### config.mk
export PLATFORM = sky130hd
export DESIGN_NAME = ped_request_ctrl_flat
export DESIGN_NICKNAME = d
export VERILOG_FILES = /design/src/rtl/ped_request_ctrl_if.sv /design/src/rtl/ped_request_ctrl.sv /design/src/flat_wrapper.sv
export SDC_FILE = /design/constraint.sdc
export NUM_CORES = 1
export LEC_CHECK = 0
export BUFFER_PORTS_ARGS = -buffer_cell sky130_fd_sc_hd__buf_2
export CORE_ASPECT_RATIO = 1.4
export CORE_MARGIN = 8
export CORE_UTILIZATION = 60
export DETAILED_ROUTE_END_ITERATION = 8
export PLACE_DENSITY = 0.82
export SLEW_MARGIN = 25
export SYNTH_ARGS = -nofsm -noshare
export SYNTH_HDL_FRONTEND = slang
export SYNTH_SLANG_ARGS = --single-unit
### constraint.sdc
create_clock -name clk -period 1.96 [get_ports clk]
set_input_delay 0.392 -clock clk [delete_from_list [all_inputs] [get_ports clk]]
set_output_delay 0.392 -clock clk [all_outputs]
set_load 0.01 [all_outputs]
### src/rtl/ped_request_ctrl_if.sv
// Signal bundle between the pedestrian request controller and its surroundings:
// button, 1 Hz level and phase in; change pulse, pending flag and debounced level out.
interface ped_request_ctrl_if;
  logic btn_raw;
  logic sec_clk;
  logic walk;
  logic change_state;
  logic req_pending;
  logic btn_level;

  modport master (
    output btn_raw,
    output sec_clk,
    output walk,
    input  change_state,
    input  req_pending,
    input  btn_level
  );

  modport slave (
    input  btn_raw,
    input  sec_clk,
    input  walk,
    output change_state,
    output req_pending,
    output btn_level
  );
endinterface

### src/rtl/ped_request_ctrl.sv
// Pedestrian request controller: synchronises and debounces the crossing button, holds the
// request for a minimum number of 1 Hz ticks, then emits a one-cycle change_state pulse.
module ped_request_ctrl #(
  parameter int unsigned DEBOUNCE_CYCLES = 500000,
  parameter int unsigned MIN_WAIT        = 5
) (
  input logic               clk,
  input logic               rst,
  ped_request_ctrl_if.slave req_if
);

  localparam int unsigned DbClog = $clog2(DEBOUNCE_CYCLES);
  localparam int unsigned DbW    = (DbClog > 19) ? DbClog : 19;
  localparam logic [DbW-1:0] DbLast     = DbW'(DEBOUNCE_CYCLES - 1);
  localparam logic [3:0]     MinWaitVal = 4'(MIN_WAIT);

  typedef enum logic [1:0] {StIdle, StWait, StFire, StServed} state_e;

  logic           btn_meta_q, btn_s_q;
  logic           sec_meta_q, sec_s_q, sec_d_q;
  logic [DbW-1:0] db_cnt_q, db_cnt_d;
  logic           btn_level_q, btn_level_d, btn_level_dly_q;
  state_e         state_q, state_d;
  logic [3:0]     wait_cnt_q, wait_cnt_d;
  logic [1:0]     guard_cnt_q, guard_cnt_d;
  logic           req_pending_q, req_pending_d;
  logic           change_state_q;
  logic           press, tick;

  // Two-flop synchronisers plus the delay flops used for edge detection.
  always_ff @(posedge clk) begin
    if (rst) begin
      btn_meta_q      <= 1'b0;
      btn_s_q         <= 1'b0;
      sec_meta_q      <= 1'b0;
      sec_s_q         <= 1'b0;
      sec_d_q         <= 1'b0;
      btn_level_dly_q <= 1'b0;
    end else begin
      btn_meta_q      <= req_if.btn_raw;
      btn_s_q         <= btn_meta_q;
      sec_meta_q      <= req_if.sec_clk;
      sec_s_q         <= sec_meta_q;
      sec_d_q         <= sec_s_q;
      btn_level_dly_q <= btn_level_q;
    end
  end

  assign press = btn_level_q & ~btn_level_dly_q;
  assign tick  = sec_s_q & ~sec_d_q;

  // Any reversal of btn_s back to the accepted level restarts the stability count.
  always_comb begin
    db_cnt_d    = db_cnt_q;
    btn_level_d = btn_level_q;
    if (btn_s_q == btn_level_q) begin
      db_cnt_d = '0;
    end else if (db_cnt_q == DbLast) begin
      db_cnt_d    = '0;
      btn_level_d = btn_s_q;
    end else begin
      db_cnt_d = db_cnt_q + DbW'(1);
    end
  end

  always_ff @(posedge clk) begin
    if (rst) begin
      db_cnt_q    <= '0;
      btn_level_q <= 1'b0;
    end else begin
      db_cnt_q    <= db_cnt_d;
      btn_level_q <= btn_level_d;
    end
  end

  always_comb begin
    state_d       = state_q;
    wait_cnt_d    = wait_cnt_q;
    guard_cnt_d   = guard_cnt_q;
    req_pending_d = req_pending_q;
    unique case (state_q)
      StIdle: begin
        if (press && !req_if.walk) begin
          state_d       = StWait;
          wait_cnt_d    = MinWaitVal;
          req_pending_d = 1'b1;
        end
      end
      StWait: begin
        // A walk phase arriving on its own serves the request; it outranks the countdown.
        if (req_if.walk) begin
          state_d       = StIdle;
          req_pending_d = 1'b0;
        end else if (wait_cnt_q == 4'd0) begin
          state_d = StFire;
        end else if (tick) begin
          wait_cnt_d = wait_cnt_q - 4'd1;
        end
      end
      StFire: begin
        state_d     = StServed;
        guard_cnt_d = 2'd0;
      end
      StServed: begin
        if (req_if.walk) begin
          state_d       = StIdle;
          req_pending_d = 1'b0;
        end else if (tick) begin
          guard_cnt_d = guard_cnt_q + 2'd1;
          // Two ticks without a walk phase means the counter ignored the pulse.
          if (guard_cnt_q == 2'd1) begin
            state_d       = StIdle;
            req_pending_d = 1'b0;
          end
        end
      end
      default: begin
        state_d       = StIdle;
        req_pending_d = 1'b0;
      end
    endcase
  end

  always_ff @(posedge clk) begin
    if (rst) begin
      state_q        <= StIdle;
      wait_cnt_q     <= 4'd0;
      guard_cnt_q    <= 2'd0;
      req_pending_q  <= 1'b0;
      change_state_q <= 1'b0;
    end else begin
      state_q        <= state_d;
      wait_cnt_q     <= wait_cnt_d;
      guard_cnt_q    <= guard_cnt_d;
      req_pending_q  <= req_pending_d;
      change_state_q <= (state_d == StFire);
    end
  end

  assign req_if.change_state = change_state_q;
  assign req_if.req_pending  = req_pending_q;
  assign req_if.btn_level    = btn_level_q;

  a_pulse_single: assert property (@(posedge clk) disable iff (rst)
    change_state_q |=> !change_state_q);
  a_pulse_needs_req: assert property (@(posedge clk) disable iff (rst)
    change_state_q |-> req_pending_q);

endmodule
### src/flat_wrapper.sv
// flat-port wrapper written by rule: the top's interface ports become plain ports
module ped_request_ctrl_flat 
#(
  parameter int unsigned DEBOUNCE_CYCLES = 500000,
  parameter int unsigned MIN_WAIT        = 5
)
  (clk, rst, req_if_btn_raw, req_if_sec_clk, req_if_walk, req_if_change_state, req_if_req_pending, req_if_btn_level);
  ped_request_ctrl_if req_if_i ();
  input logic clk;
  input logic rst;
  input wire logic [$bits(req_if_i.btn_raw)-1:0] req_if_btn_raw;
  input wire logic [$bits(req_if_i.sec_clk)-1:0] req_if_sec_clk;
  input wire logic [$bits(req_if_i.walk)-1:0] req_if_walk;
  output wire logic [$bits(req_if_i.change_state)-1:0] req_if_change_state;
  output wire logic [$bits(req_if_i.req_pending)-1:0] req_if_req_pending;
  output wire logic [$bits(req_if_i.btn_level)-1:0] req_if_btn_level;
  assign req_if_i.btn_raw = req_if_btn_raw;
  assign req_if_i.sec_clk = req_if_sec_clk;
  assign req_if_i.walk = req_if_walk;
  assign req_if_change_state = req_if_i.change_state;
  assign req_if_req_pending = req_if_i.req_pending;
  assign req_if_btn_level = req_if_i.btn_level;
  ped_request_ctrl #(.DEBOUNCE_CYCLES(DEBOUNCE_CYCLES), .MIN_WAIT(MIN_WAIT)) u_core (.clk(clk), .rst(rst), .req_if(req_if_i));
endmodule
=== Yosys cells after proc, flatten, opt, wreduce, memory -nomap -nowiden ===
Index checks and enable logic that the tools add are counted.

* Bits in registers: 36
* Input port bits: 5
* Output and inout port bits: 3
* Word-level logic and storage cells: 70

* Add/sub/neg operators: 3
* Equal/unequal tests: 16
* Mux-type cells: 21
* Bitwise operators: 5
* Reductions and logical operators: 12

{| class="wikitable"
|+ Operators by type and width
! operator !! count
|-
| $add 19x1->19 const B || 1
|-
| $eq 19x19->1 const B || 1
|-
| $mux 2 || 8
|-
| $mux 4 || 4
|-
| $reduce_and 5->1 || 2
|-
| $ne 2x2->1 const B || 4
|-
| $pmux 2 s4 || 1
|-
| $pmux 4 s2 || 1
|-
| $eq 2x2->1 const B || 3
|-
| $ne 2x1->1 const B || 3
|-
| $ne 3x2->1 const B || 2
|-
| $mux 1 || 5
|-
| $eq 2x1->1 const B || 2
|-
| $logic_not 4->1 || 1
|-
| $pmux 2 s2 || 1
|-
| $reduce_bool 2->1 || 2
|-
| $sub 4x1->4 const B || 1
|-
| $not 1->1 || 3
|-
| $pmux 1 s3 || 1
|-
| $reduce_and 3->1 || 1
|-
| $reduce_bool 3->1 || 1
|-
| $reduce_or 3->1 || 1
|-
| $add 2x1->2 const B || 1
|-
| $and 1x1->1 || 2
|-
| other kinds (5) || 5
|}

=== Longest topological paths before layout ===
Gate-level depths: netlist of the first run.

* Depth after elaboration: 6
* Mapped depth: 7
* Depth with buffers taken out: 6

=== Least setup slack after synthesis of the first run ===
No wires, ideal clock.

* Kind: register to register
* Start point: register u_core.state_q[1]
* End point: register u_core.wait_cnt_q[2]
* Setup time: 0.091 ns
* Data arrival time: 1.598 ns
* Data required time: 1.869 ns
* Slack: 0.271 ns
* Cell stages (with the launch flop): 8
* Buffers on the path: 1
* Clock period less this slack: 1.689 ns
* Cells stage by stage: dfxtp_1 > inv_1 > ha_1 > clkbuf_1 > nand2b_1 > o32ai_2 > a31oi_1 > a311oi_1

* Cells in the longest elaborated chain, start to end: 3
* Elaborated cells between the ends (all ways): 9
* Classes of those cells: eq/ne (5); mux (1); reduce/logical (3)

{| class="wikitable"
|+ Ends and longest elaborated chain
! item !! line !! source
|-
| start: declaration || ped_request_ctrl.sv:23 || <nowiki>state_e state_q, state_d;</nowiki>
|-
| start signal: assignment || ped_request_ctrl.sv:126 || <nowiki>state_q <= StIdle;</nowiki>
|-
| start signal: assignment || ped_request_ctrl.sv:132 || <nowiki>state_q <= state_d;</nowiki>
|-
| $eq 2x1->1 or $logic_not 2->1 (tied branches) || ped_request_ctrl.sv:81 || <nowiki>unique case (state_q)</nowiki>
|-
| $ne 2x1->1 (no source line), or another cell as far along || - ||
|-
| $reduce_and 5->1 (no source line) || - ||
|-
| end signal: assignment || ped_request_ctrl.sv:133 || <nowiki>wait_cnt_q <= wait_cnt_d;</nowiki>
|-
| end: declaration || ped_request_ctrl.sv:24 || <nowiki>logic [3:0] wait_cnt_q, wait_cnt_d;</nowiki>
|}

Several ways; a longest one is shown, not always the timed one.
A chain may end at the register's enable or synchronous reset.

=== Worst setup path in the final report of the first run ===
* Start point: register u_core.db_cnt_q[0]
* End point: register u_core.db_cnt_q[16]

* Cells in the longest elaborated chain, start to end: 2
* Elaborated cells between the ends (all ways): 3
* Classes of those cells: add/sub (1); eq/ne (1); reduce/logical (1)

{| class="wikitable"
|+ Ends and longest elaborated chain
! item !! line !! source
|-
| start: declaration || ped_request_ctrl.sv:21 || <nowiki>logic [DbW-1:0] db_cnt_q, db_cnt_d;</nowiki>
|-
| start signal: assignment || ped_request_ctrl.sv:71 || <nowiki>db_cnt_q <= db_cnt_d;</nowiki>
|-
| parallel branches: the longest is 2 deep, another holds $add 19x1->19 || - ||
|}

Parallel ways; which one is timed is not known.

==> run summary, run 1 <==
cts bufs inserted = 5
CP max FO = 5
max cap viols = 0
DP HPWL = 2.52 mm
Post-Place Worst Slack = 94.6 ps
# DRC = 0
Critical Path RT = 2180 ps
layout cells sized above 1 = 14.0%
Distinct cells, synth = 44
CTS Hold Bufs = 0
Port Buffer Count = 7
TritonCTS Sinks = 36
vias in the first global route = 1481
CTS HTree Levels = 2
final setup TNS = 0 ps
Layout Nets = 226
WP buf/inv = 0
Initial Util = 62.4%
post-synthesis area per instance = 8.88 sq um
routed length per instance = 14.2 microns
endpoint class of the critical path = flip-flop
via count = 1465
CP Depth = 5
yosys warns = 0
EDFF count, synth = 0
final period utilization = 93.5%
Pwr Density = 812 nW/um^2
Slew @ Worst Pin = 457 ps
Root Driver = clkbuf_8
Slowest cell on crit path = or4_1
Layout area overhead = 11.8%
Crit Path Category = reg -> reg
Skew-Pair Late Insertion Delay = 290 ps
Post-Syn Area = 1780 sq um
Final Hold Viols = 0
clock transition at the registers of the reported paths = 80 ps
Post-Syn Instances = 200
global-route wire length before repair = 6.25 mm
IO Count = 8
Final WS setup = 128 ps
Hold WS = 321 ps
all-layer global routing usage = 16.8%
RSZ-0062 raised after global routing = no
fillers = 226
Leakage = 0.668 nW
core area = 2850 sq um
CP delay by family, top = simple AND/OR/NAND/NOR gates
post-synthesis sequential area ratio = 40.6%
ys flop type = dfxtp_1
Die Ht = 80.4 microns
Routed Antenna Nets = 0
DRT Pass-1 Iters = 4
final setup vio count = 0
Antenna Cells = 0
initial antenna violation count = 0
area of the die = 4980 sq um
largest stage delay on the critical path = 500 ps
crit path DAT = 2050 ps
Rows = 23
remaining global-route overflow = 0
Max Transition Viols Final = 0
Hold/Removal Path Class = in -> reg
Syn Nets = 213
Setup Skew = 9.61 ps
Initial DRC Count = 98
Slew headroom = 69.5%
vias per inst = 5.84
Seq. cell area = 721 sq um
flops & latches, synth = 36
outcome = finished, final reports clean
CTS tree = built
final WL = 3.57 mm
startpoint types = flip-flop
largest net degree at the start of global routing = 23
Worst R2R Path Depth = 5
Max IR drop VDD = 834 uV
fin crit period = 1830 ps
clock tree buffer depth = 2
multi-input logic area = 978 sq um
Die Width = 62.0 microns
Async S/R FF share, synth = 0%
fmax = 546 MHz
worst-path cell chain = ha_1 -> and4_2 -> nand3_1 -> or4_1 -> a21oi_1
Worst Hold Depth = 2
Final Wtd Congestion = 0.934
synthesized netlist by cell type, types with 2 or more instances:
cell type | count | share of area, %
nor2b_1 | 7 | 2.5
a211o_1 | 2 | 0.99
nand2_1 | 10 | 2.1
xnor2_1 | 9 | 4.4
inv_1 | 13 | 2.7
a31oi_1 | 5 | 1.8
a21oi_1 | 6 | 1.7
nand3_1 | 8 | 2.3
nand2b_1 | 8 | 2.8
or4_1 | 4 | 1.7
xor2_1 | 6 | 3.0
nor3b_1 | 2 | 0.84
dfxtp_1 | 36 | 41
nor3_1 | 7 | 2.0
nor2_1 | 24 | 5.1
ha_1 | 8 | 5.6
nor4bb_1 | 2 | 1.1
nor4_1 | 4 | 1.4
and3b_1 | 2 | 0.99
nand4_1 | 6 | 2.1
clkbuf_1 | 4 | 0.84
o31ai_1 | 4 | 1.7
nor4b_1 | 2 | 0.99
metal layers:
| layer | vias up | part of all wire (%) | track usage (%) |
|---|---|---|---|
| li1 | 738 | - | - |
| met3 | 13 | 3.9 | 5.59 |
| met5 | - | 0 | 0 |
| met1 | 688 | 38 | 15.8 |
| met4 | 0 | 3.7 | 12.1 |
| met2 | 26 | 54 | 28.8 |
power breakdown:
group	total, mW	internal, mW	switching, mW	leakage [nW]
Combinational	0.197	0.0782	0.119	0.323
Clock	0.640	0.376	0.264	0.0541
Sequential	0.775	0.754	0.0211	0.291
Total	1.61	1.21	0.404	0.668
kinds of logic (layout without fill, tap and decap cells):
kind of cell               Yosys count  count (layout)  share of synthesized area (%)
AOI/OAI and AO/OA                   28              28                           11.9
xor gates and xnor gates            15              15                           7.39
adders and majority gates            8               8                           5.63
buffers and inverters               20              34                           4.58
DFF                                 36              36                           40.6
muxes                                1               1                          0.563
and+or+nand+nor                     92              92                           29.4
state kept, by name (all words and copies together), names as in the netlist:
signal / cells
u_core.btn_level_dly_q: 1
u_core.btn_meta_q: 1
u_core.btn_s_q: 1
u_core.db_cnt_q: 19
u_core.guard_cnt_q: 2
u_core.req_if.btn_level: 1
u_core.req_if.change_state: 1
u_core.req_if.req_pending: 1
u_core.sec_d_q: 1
u_core.sec_meta_q: 1
u_core.sec_s_q: 1
u_core.state_q: 2
u_core.wait_cnt_q: 4
final cells by class:
class                           count  area share (%)
Multi-Input combinational cell    144            49.3
Sequential cell                    36            36.3
Timing Repair Buffer               13            4.03
Clock buffer                        5            3.47
Inverter                           13            2.46
Tap cell                           37            2.33
Clock inverter                      3            2.14
through the flow:
step / total power, mW / area (sq um) / std cells / utilization (%)
finish: 1.61 / 1990 / 251 / 69.7
global route: 1.68 / 1990 / 251 / 69.7
CTS: 1.63 / 1970 / 250 / 69.3
detailed placement: 0.983 / 1860 / 242 / 65.4
global placement: 0.970 / 1860 / 242 / 65.4
floorplan: 0.924 / 1780 / 200 / -
cell usage in the layout, fill, tap and decap left out, types with 6 or more instances in the layout:
cell type  netlist  routed
nor2_1          24      24
nand2_1         10      10
nor3_1           7       7
nand2b_1         8       8
nand3_1          8       8
buf_2            1       7
buf_4            1       6
dfxtp_1         36      36
nand4_1          6       6
xnor2_1          9       9
xor2_1           6       6
ha_1             8       7
nor2b_1          7       7
a21oi_1          6       6
inv_1           13      13
final timing paths:
kind / slack (ps) / start / endpoint
setup / recovery: 130 / u_core.db_cnt_q[0]$_SDFF_PP0_ / u_core.db_cnt_q[16]$_SDFF_PP0_
hold / removal: 320 / req_if_btn_raw / u_core.btn_meta_q$_SDFF_PP0_
setup reg to reg: 130 / u_core.db_cnt_q[0]$_SDFF_PP0_ / u_core.db_cnt_q[16]$_SDFF_PP0_
hold reg to reg: 440 / u_core.sec_meta_q$_SDFF_PP0_ / u_core.sec_s_q$_SDFF_PP0_
repair_timing:
| action | in CTS | in global routing |
|---|---|---|
| buffers inserted | 0 | 1 |
| setup endpoints to repair | 0 | 20 |
| gates resized for setup | 0 | 2 |
Note: power is estimated with default switching activity, not from simulation.
==> run 2: changes to the inputs <==
--- a/config.mk
+++ b/config.mk
@@ -7,7 +7,7 @@
 export LEC_CHECK = 0
 export BUFFER_PORTS_ARGS = -buffer_cell sky130_fd_sc_hd__buf_2
 export CORE_ASPECT_RATIO = 1.4
-export CORE_MARGIN = 8
+export CORE_MARGIN = 2
 export CORE_UTILIZATION = 60
 export DETAILED_ROUTE_END_ITERATION = 8
 export PLACE_DENSITY = 0.82
==> run 2 against run 1 <==
  * Final cell count down 0.40%
  * Sequential share of layout area up 0.60 points
  * First-iteration DRC count down 53%
  * Clock-buffer cell count unchanged
  * Total power down 7.6%
  * Sequential power about the same
  * Clock skew up 3.3 ps
  * Largest power group unchanged
  * Highest routed layer unchanged
==> run summary, run 2 (synthesis gave the netlist of run 1 again) <==
Layout Nets = 225 (-0.44%)
layout cells sized above 1 = 13.1% (-0.87 points)
Top Registers = u_core.db_cnt_q (19), u_core.wait_cnt_q (4)
largest stage delay on the critical path = 360 ps (-140 ps)
Slew @ Worst Pin = 455 ps (-1.48 ps)
Hold/Removal Path Class = in -> reg
Slew headroom = 69.6% (+0.099 points)
vias in the first global route = 1367 (-7.7%)
Antenna Cells = 0 (unchanged)
Final Hold Viols = 0 (unchanged)
CTS tree = built
multi-input logic area = 977 sq um (-0.13%)
Rows = 23 (unchanged)
cts bufs inserted = 5 (unchanged)
via count = 1438 (-1.8%)
final period utilization = 90.9% (-2.5 points)
remaining global-route overflow = 0 (unchanged)
crit path DAT = 1980 ps (-70 ps)
Final WS setup = 178 ps (+49.6 ps)
Final Wtd Congestion = 0.828 (-11%)
DP HPWL = 2.40 mm (-4.7%)
Die Ht = 68.4 microns (-15%)
max FFs per register = 19 (unchanged)
CP delay by family, top = compound AO/OA/AOI/OAI gates
CTS HTree Levels = 2 (unchanged)
IO Count = 8 (unchanged)
Placed Area = 1860 sq um (unchanged)
fin crit period = 1780 ps (-49.6 ps)
most frequent cells in the layout = dfxtp_1 (36), nor2_1 (24), inv_1 (13)
final setup TNS = 0 ps (unchanged)
Root Driver = clkbuf_8
# DRC = 0 (unchanged)
Die Width = 50.0 microns (-19%)
Post-Layout Inst Area = 1950 sq um (-1.6%)
Seq. cell area = 721 sq um (unchanged)
TritonCTS Sinks = 36 (unchanged)
fmax = 561 MHz (+2.8%)
Layout area overhead = 9.93%
final WL = 3.35 mm (-6.1%)
commonest non-fill, non-tap cell in the layout = dfxtp_1
fillers = 232 (+2.7%)
RSZ-0062 raised after global routing = no
startpoint types = flip-flop
clock tree buffer depth = 2 (unchanged)
Skew-Pair Late Insertion Delay = 300 ps (about the same)
Crit Path Category = reg -> reg
Top reg by flops = u_core.db_cnt_q
Setup Skew = 12.9 ps (+3.31 ps)
Critical Path RT = 2160 ps (-20 ps)
area of the die = 3420 sq um (-31%)
Post-Place Worst Slack = 69.3 ps (-25.4 ps)
global-route wire length before repair = 5.71 mm (-8.6%)
Initial DRC Count = 46 (-53%)
DRT Pass-1 Iters = 4 (unchanged)
all-layer global routing usage = 22.5% (+5.7 points)
Pwr Density = 762 nW/um^2 (-6.1%)
Max Transition Viols Final = 0 (unchanged)
Leakage = 0.658 nW (-1.6%)
clock transition at the registers of the reported paths = 80 ps (about the same)
Max IR drop VDD = 677 uV (-19%)
routed length per instance = 13.4 microns (-5.8%)
outcome = finished, final reports clean
CP max FO = 9 (+4)
Post-CTS Repair Setup Buffers = 0 (unchanged)
final setup vio count = 0 (unchanged)
largest net degree at the start of global routing = 23 (unchanged)
initial antenna violation count = 0 (unchanged)
Port Buffer Count = 7 (unchanged)
Hold WS = 305 ps (-16.1 ps)
vias per inst = 5.75 (-1.5%)
endpoint class of the critical path = flip-flop
Slowest cell on crit path = o32ai_2
Power Total = 1.49 mW (-7.6%)
core area = 2850 sq um (unchanged)
worst-path cell chain = inv_1 -> ha_2 -> nand2b_1 -> o32ai_2 -> a21oi_1 -> a211oi_1
max cap viols = 0 (unchanged)
WP buf/inv = 1 (+1)
Initial Util = 62.4% (unchanged)
Routed Antenna Nets = 0 (unchanged)
-- run 2: stage by stage --
stage | utilization [%] | cells
2_1_floorplan | - | 200
3_3_place_gp | 65.4 | 242
3_5_place_dp | 65.4 | 242
4_1_cts | 68.5 | 250
5_1_grt | 68.6 | 250
6_report | 68.6 | 250
-- run 2: layout make-up --
cell class                      instances  area share (%)
Clock inverter                          3           0.961
Timing Repair Buffer                   12            3.72
Multi-Input combinational cell        144            50.0
Tap cell                               37            2.37
Sequential cell                        36            36.9
Clock buffer                            5            3.52
Inverter                               13            2.50
-- run 2: worst paths after layout --
path,cells past startpoint,slack [ps],start,end
worst max register to register,6,180,u_core.state_q[1]$_SDFF_PP0_,u_core.wait_cnt_q[0]$_SDFFE_PP0P_
worst min-delay path,2,310,req_if_sec_clk,u_core.sec_meta_q$_SDFF_PP0_
worst max-delay path,6,180,u_core.state_q[1]$_SDFF_PP0_,u_core.wait_cnt_q[0]$_SDFFE_PP0P_
worst min register to register,1,450,u_core.sec_meta_q$_SDFF_PP0_,u_core.sec_s_q$_SDFF_PP0_
-- run 2: what timing repair did --
item / CTS / global route
gates resized for setup: 0 / 1
setup endpoints to repair: 0 / 2
hold endpoints to repair: 0 / 0
hold buffers: 0 / 0
-- run 2: where the power goes --
| group | internal [mW] | total [mW] | switching (mW) |
|---|---|---|---|
| Clock | 0.247 | 0.518 | 0.270 |
| Sequential | 0.753 | 0.775 | 0.0212 |
| Combinational | 0.0785 | 0.196 | 0.118 |
-- run 2: layer usage --
metal  vias to the layer above  wire, microns  global-route usage [%]
met2                        20           1790                    41.9
met5                         -              0                       0
met4                         0             84                    15.6
met1                       681           1400                    21.2
met3                         6             78                    6.11
li1                        731              -                       -
